$ cat src/rtl/click_decoder_if.sv
// Event handshake between the click decoder and its consumer.
// master presents evt_valid/evt_count; slave returns evt_ready.
interface click_decoder_if;
  logic       evt_valid;
  logic       evt_ready;
  logic [1:0] evt_count;

  modport master (output evt_valid, output evt_count, input evt_ready);
  modport slave  (input evt_valid, input evt_count, output evt_ready);
endinterface

$ cat src/rtl/click_decoder.sv
// Groups debounced press pulses into single/double/triple click events; timeout close at press+CLICK_WINDOW+1, max-count close next cycle.
// Event held in REPORT until evt_ready; presses arriving while it waits are dropped and flagged one cycle later.
module click_decoder #(
  parameter int CLICK_WINDOW = 5,
  parameter int MAX_CLICKS   = 3
) (
  input  logic                   clk,
  input  logic                   reset,
  input  logic                   press_pulse,
  click_decoder_if.master        evt,
  output logic                   evt_dropped,
  output logic                   busy
);

  localparam int TW = $clog2(CLICK_WINDOW);

  typedef enum logic [1:0] {
    IDLE   = 2'd0,
    GATHER = 2'd1,
    REPORT = 2'd2
  } state_t;

  state_t        state, state_nxt;
  logic [1:0]    click_cnt, cnt_nxt;
  logic [TW-1:0] timer, timer_nxt;
  logic [1:0]    count_q, count_nxt;
  logic          drop_q, drop_nxt;
  logic [1:0]    cnt_inc;

  assign cnt_inc = click_cnt + 2'd1;

  always_ff @(posedge clk or negedge reset) begin
    if (!reset) begin
      state     <= IDLE;
      click_cnt <= 2'd0;
      timer     <= '0;
      count_q   <= 2'd0;
      drop_q    <= 1'b0;
    end else begin
      state     <= state_nxt;
      click_cnt <= cnt_nxt;
      timer     <= timer_nxt;
      count_q   <= count_nxt;
      drop_q    <= drop_nxt;
    end
  end

  always_comb begin
    state_nxt = state;
    cnt_nxt   = click_cnt;
    timer_nxt = timer;
    count_nxt = count_q;
    drop_nxt  = 1'b0;
    case (state)
      IDLE: begin
        if (press_pulse) begin
          cnt_nxt   = 2'd1;
          timer_nxt = '0;
          if (MAX_CLICKS == 1) begin
            state_nxt = REPORT;
            count_nxt = 2'd1;
          end else begin
            state_nxt = GATHER;
          end
        end
      end
      GATHER: begin
        // A press on the expiry cycle still joins the event and restarts the window.
        if (press_pulse) begin
          cnt_nxt   = cnt_inc;
          timer_nxt = '0;
          if (cnt_inc == 2'(MAX_CLICKS)) begin
            state_nxt = REPORT;
            count_nxt = cnt_inc;
          end
        end else if (timer == TW'(CLICK_WINDOW - 1)) begin
          state_nxt = REPORT;
          count_nxt = click_cnt;
        end else begin
          timer_nxt = timer + TW'(1);
        end
      end
      REPORT: begin
        if (evt.evt_ready) begin
          timer_nxt = '0;
          if (press_pulse) begin
            cnt_nxt = 2'd1;
            if (MAX_CLICKS == 1) begin
              state_nxt = REPORT;
              count_nxt = 2'd1;
            end else begin
              state_nxt = GATHER;
            end
          end else begin
            state_nxt = IDLE;
            cnt_nxt   = 2'd0;
          end
        end else if (press_pulse) begin
          drop_nxt = 1'b1;
        end
      end
      default: begin
        state_nxt = IDLE;
        cnt_nxt   = 2'd0;
        timer_nxt = '0;
      end
    endcase
  end

  assign evt.evt_valid = (state == REPORT);
  assign evt.evt_count = count_q;
  assign evt_dropped   = drop_q;
  assign busy          = (state != IDLE);

endmodule

$ cat src/flat_wrapper.sv
// flat-port wrapper written by rule: the top's interface ports become plain ports
module click_decoder_flat 
#(
  parameter int CLICK_WINDOW = 5,
  parameter int MAX_CLICKS   = 3
)
  (clk, reset, press_pulse, evt_dropped, busy, evt_evt_valid, evt_evt_count, evt_evt_ready);
  click_decoder_if evt_i ();
  input  logic clk;
  input  logic reset;
  input  logic press_pulse;
  output logic evt_dropped;
  output logic busy;
  output wire logic [$bits(evt_i.evt_valid)-1:0] evt_evt_valid;
  output wire logic [$bits(evt_i.evt_count)-1:0] evt_evt_count;
  input wire logic [$bits(evt_i.evt_ready)-1:0] evt_evt_ready;
  assign evt_evt_valid = evt_i.evt_valid;
  assign evt_evt_count = evt_i.evt_count;
  assign evt_i.evt_ready = evt_evt_ready;
  click_decoder #(.CLICK_WINDOW(CLICK_WINDOW), .MAX_CLICKS(MAX_CLICKS)) u_core (.clk(clk), .reset(reset), .press_pulse(press_pulse), .evt(evt_i), .evt_dropped(evt_dropped), .busy(busy));
endmodule
$ cat config.mk
export PLATFORM = sky130hd
export DESIGN_NAME = click_decoder_flat
export DESIGN_NICKNAME = d
export VERILOG_FILES = /design/src/rtl/click_decoder_if.sv /design/src/rtl/click_decoder.sv /design/src/flat_wrapper.sv
export SDC_FILE = /design/constraint.sdc
export NUM_CORES = 1
export LEC_CHECK = 0
export ABC_CLOCK_PERIOD_IN_PS = 3800
export BUFFER_PORTS_ARGS = -buffer_cell sky130_fd_sc_hd__buf_2
export CAP_MARGIN = 0
export CORE_AREA = 8 8 45 47
export DETAILED_ROUTE_END_ITERATION = 8
export DIE_AREA = 0 0 53 55
export GPL_ROUTABILITY_DRIVEN = 0
export GPL_TIMING_DRIVEN = 0
export PLACE_DENSITY = 0.61
export SYNTH_ARGS = -nofsm -noshare
export SYNTH_HDL_FRONTEND = slang
export SYNTH_SLANG_ARGS = --single-unit
$ cat constraint.sdc
create_clock -name clk -period 3.8 [get_ports clk]
set_input_delay 0.38 -clock clk [delete_from_list [all_inputs] [get_ports clk]]
set_output_delay 0.38 -clock clk [all_outputs]
set_load 0.01 [all_outputs]
==> flow_summary.json <==
{
  "syn_nets": 64,
  "dp_slack_ns": 2.13,
  "finClkSkew_ns": 0.00472,
  "hold_viol": 0,
  "grt.overflow.total": 0,
  "drt_first_pass_iters": 3,
  "numPortBuffers": 8,
  "clk_latency_ns": 0.27,
  "drcViolationCount": 0,
  "finalCritPeriodShare_pct": 41.3,
  "routedWlPerCell_um": 12.1,
  "ys_ff_latch": 10,
  "core_area_um2": 1380,
  "yosysSeqAreaShare_pct": 44.7,
  "layout_setup_ws_ns": 2.23,
  "grt_pass1_vias": 426,
  "path_clk_slew_ns": 0.07,
  "grt_pass1_wl_mm": 1.77,
  "max_freq_mhz": 637,
  "cts_tree": "built",
  "die_w_um": 53,
  "dpl.hpwl_um": 781,
  "drt-met1-wl_um": 506,
  "fin_setup_tns_ns": 0,
  "die-area_um2": 2920,
  "final_common_cell": "dfrtp_1",
  "cts_buffer_depth": 2,
  "power_density_nw_per_um2": 618,
  "rsz0062_at_grt": "false",
  "grt_usage_pct": 8.10,
  "synthDistinctLibCells": 26,
  "synth_edf_count": 0,
  "nNetsFinal": 78,
  "slew_violations": 0,
  "p_leak_uw": 0.000344,
  "ys.warnings.count": 0,
  "syn_area_per_cell_um2": 9.81,
  "hold_path_class": "input port to register",
  "cp_slowest_cell": "dfrtp_1",
  "yosys.area.top_type": "dfrtp_1",
  "syn_inst": 57,
  "start_util_pct": 40.4,
  "ant_nets": 0,
  "worstMarginPinSlew_ns": 0.449,
  "worstSetupEndpointType": "primary output",
  "status": "finished clean",
  "grt_max_degree": 11,
  "cp.arrival_ns": 1.19,
  "dr_wl_met3_um": 25,
  "max_cap_viol_count": 0,
  "cts_root_buf": "clkbuf_4",
  "fin_crit_ns": 1.57,
  "ios": 9,
  "synth_top_area_share_pct": 44.7,
  "drtIter0Drc": 5,
  "required_ns": 3.42,
  "syn_area_um2": 559,
  "worstSetupPathType": "register to primary output",
  "slew_headroom_pct": 70.0,
  "final_layout_size_suffix_gt1_share_pct": 27.1,
  "wl_met2_um": 501,
  "die_h_um": 55,
  "cts_made_buffers": 3,
  "ys_async_sr_fraction_pct": 100,
  "ys_top_cells_by_area": "dfrtp_1, ha_1, inv_1",
  "syn2layout_area_growth_pct": 19.0,
  "vias": 422,
  "crit_path_start_kind": "register",
  "insertedDiodeCount": 0,
  "viasPerCell": 4.91,
  "critical_path_peak_fanout": 10,
  "slowest_delay_ns": 0.36,
  "final_cell_mix": "dfrtp_1, buf_2, inv_1",
  "antenna_found_initial": 0,
  "r2r_slack_ns": 2.26,
  "h-tree-depth": 1,
  "synth_ff_type": "dfrtp_1",
  "rows": 14,
  "clock-sinks": 10,
  "worstPathCellList": "buf_4 > or2_2 > buf_2",
  "setup_violations": 0,
  "top_layer": "met4",
  "ir_worst_vdd_uv": 257,
  "routed_wl_mm": 1.04
}
through the flow:
stage	cell area [um2]	instances	hold slack, ns	util, %	total power (uW)
after floorplan	559	57	0.0844	-	275
after global placement	619	81	0.255	44.8	313
after detailed placement	619	81	0.258	44.8	318
after CTS	666	86	0.473	48.1	416
after global routing	666	86	0.502	48.1	444
final	666	86	0.470	48.1	411
per-layer routing:
layer	global-route usage (%)	up-vias
met2	12.9	4
met1	9.80	199
met4	3.88	0
li1	-	217
met5	0	-
met3	2.41	2
state kept, by name, summed over array words and instances, names as in the netlist:
name                  flops
u_core.state              2
u_core.evt_dropped        1
u_core.timer              3
u_core.click_cnt          2
u_core.evt.evt_count      2
worst paths after layout:
| kind | start | to | cells past startpoint |
|---|---|---|---|
| max | u_core.state[0] | busy | 3 |
| min | evt_evt_ready | u_core.click_cnt[1] | 4 |
| max reg2reg | u_core.timer[0] | u_core.evt.evt_count[0] | 5 |
| min reg2reg | u_core.evt.evt_count[1] | u_core.evt.evt_count[1] | 1 |
| max in group asynchronous | reset | u_core.evt.evt_count[0] | 2 |
| min in group asynchronous | reset | u_core.timer[1] | 2 |
worst max-delay path, delay by kind of cell, from the launching register on:
kind	cells	cell delay, ns
AND/OR/NAND/NOR	1	0.26
buffers and inverters	2	0.30
flip-flops	1	0.36
logic make-up (layout without fill, tap and decap cells):
family,count (synthesis),in the layout,synth area share (%)
AO/OA/AOI/OAI,13,13,15.2
XOR/XNOR,1,1,1.57
adder cells (fa/ha/maj),3,3,6.71
buffers and inverters,8,21,6.04
flip-flops,10,10,44.7
multiplexers,3,3,5.82
AND/OR/NAND/NOR,19,19,19.9
report_power, final:
part           internal (uW)  total, uW  switching, uW
Clock                   58.2       96.1           37.9
Sequential               139        162           23.9
Combinational           75.8        153           76.8
Total                    273        411            139
final cells by class:
type / count / area (um2)
fillers: 143 / 718
well taps: 16 / 20.0
plain buffers: 2 / 11.3
clock buffers: 4 / 36.3
multi-input cells: 39 / 275
repair buffers: 9 / 50.0
flip-flops and latches: 10 / 250
inverters: 6 / 22.5
synthesized netlist by cell type (2+ instances only):
cell       n
a21o_1     2
ha_1       3
mux2_2     2
nand3b_1   2
and2b_1    2
a21oi_1    3
or2_2      2
dfrtp_1   10
nand2_1    4
o21ai_0    4
nor2_1     3
inv_1      6
what timing repair did:
action | 4_1_cts | 5_1_grt
gates resized for setup | 0 | 0
hold endpoints to repair | 10 | 0
hold buffers | 1 | 0
setup buffers | 0 | 0
Power figures use the tool's default switching activity.
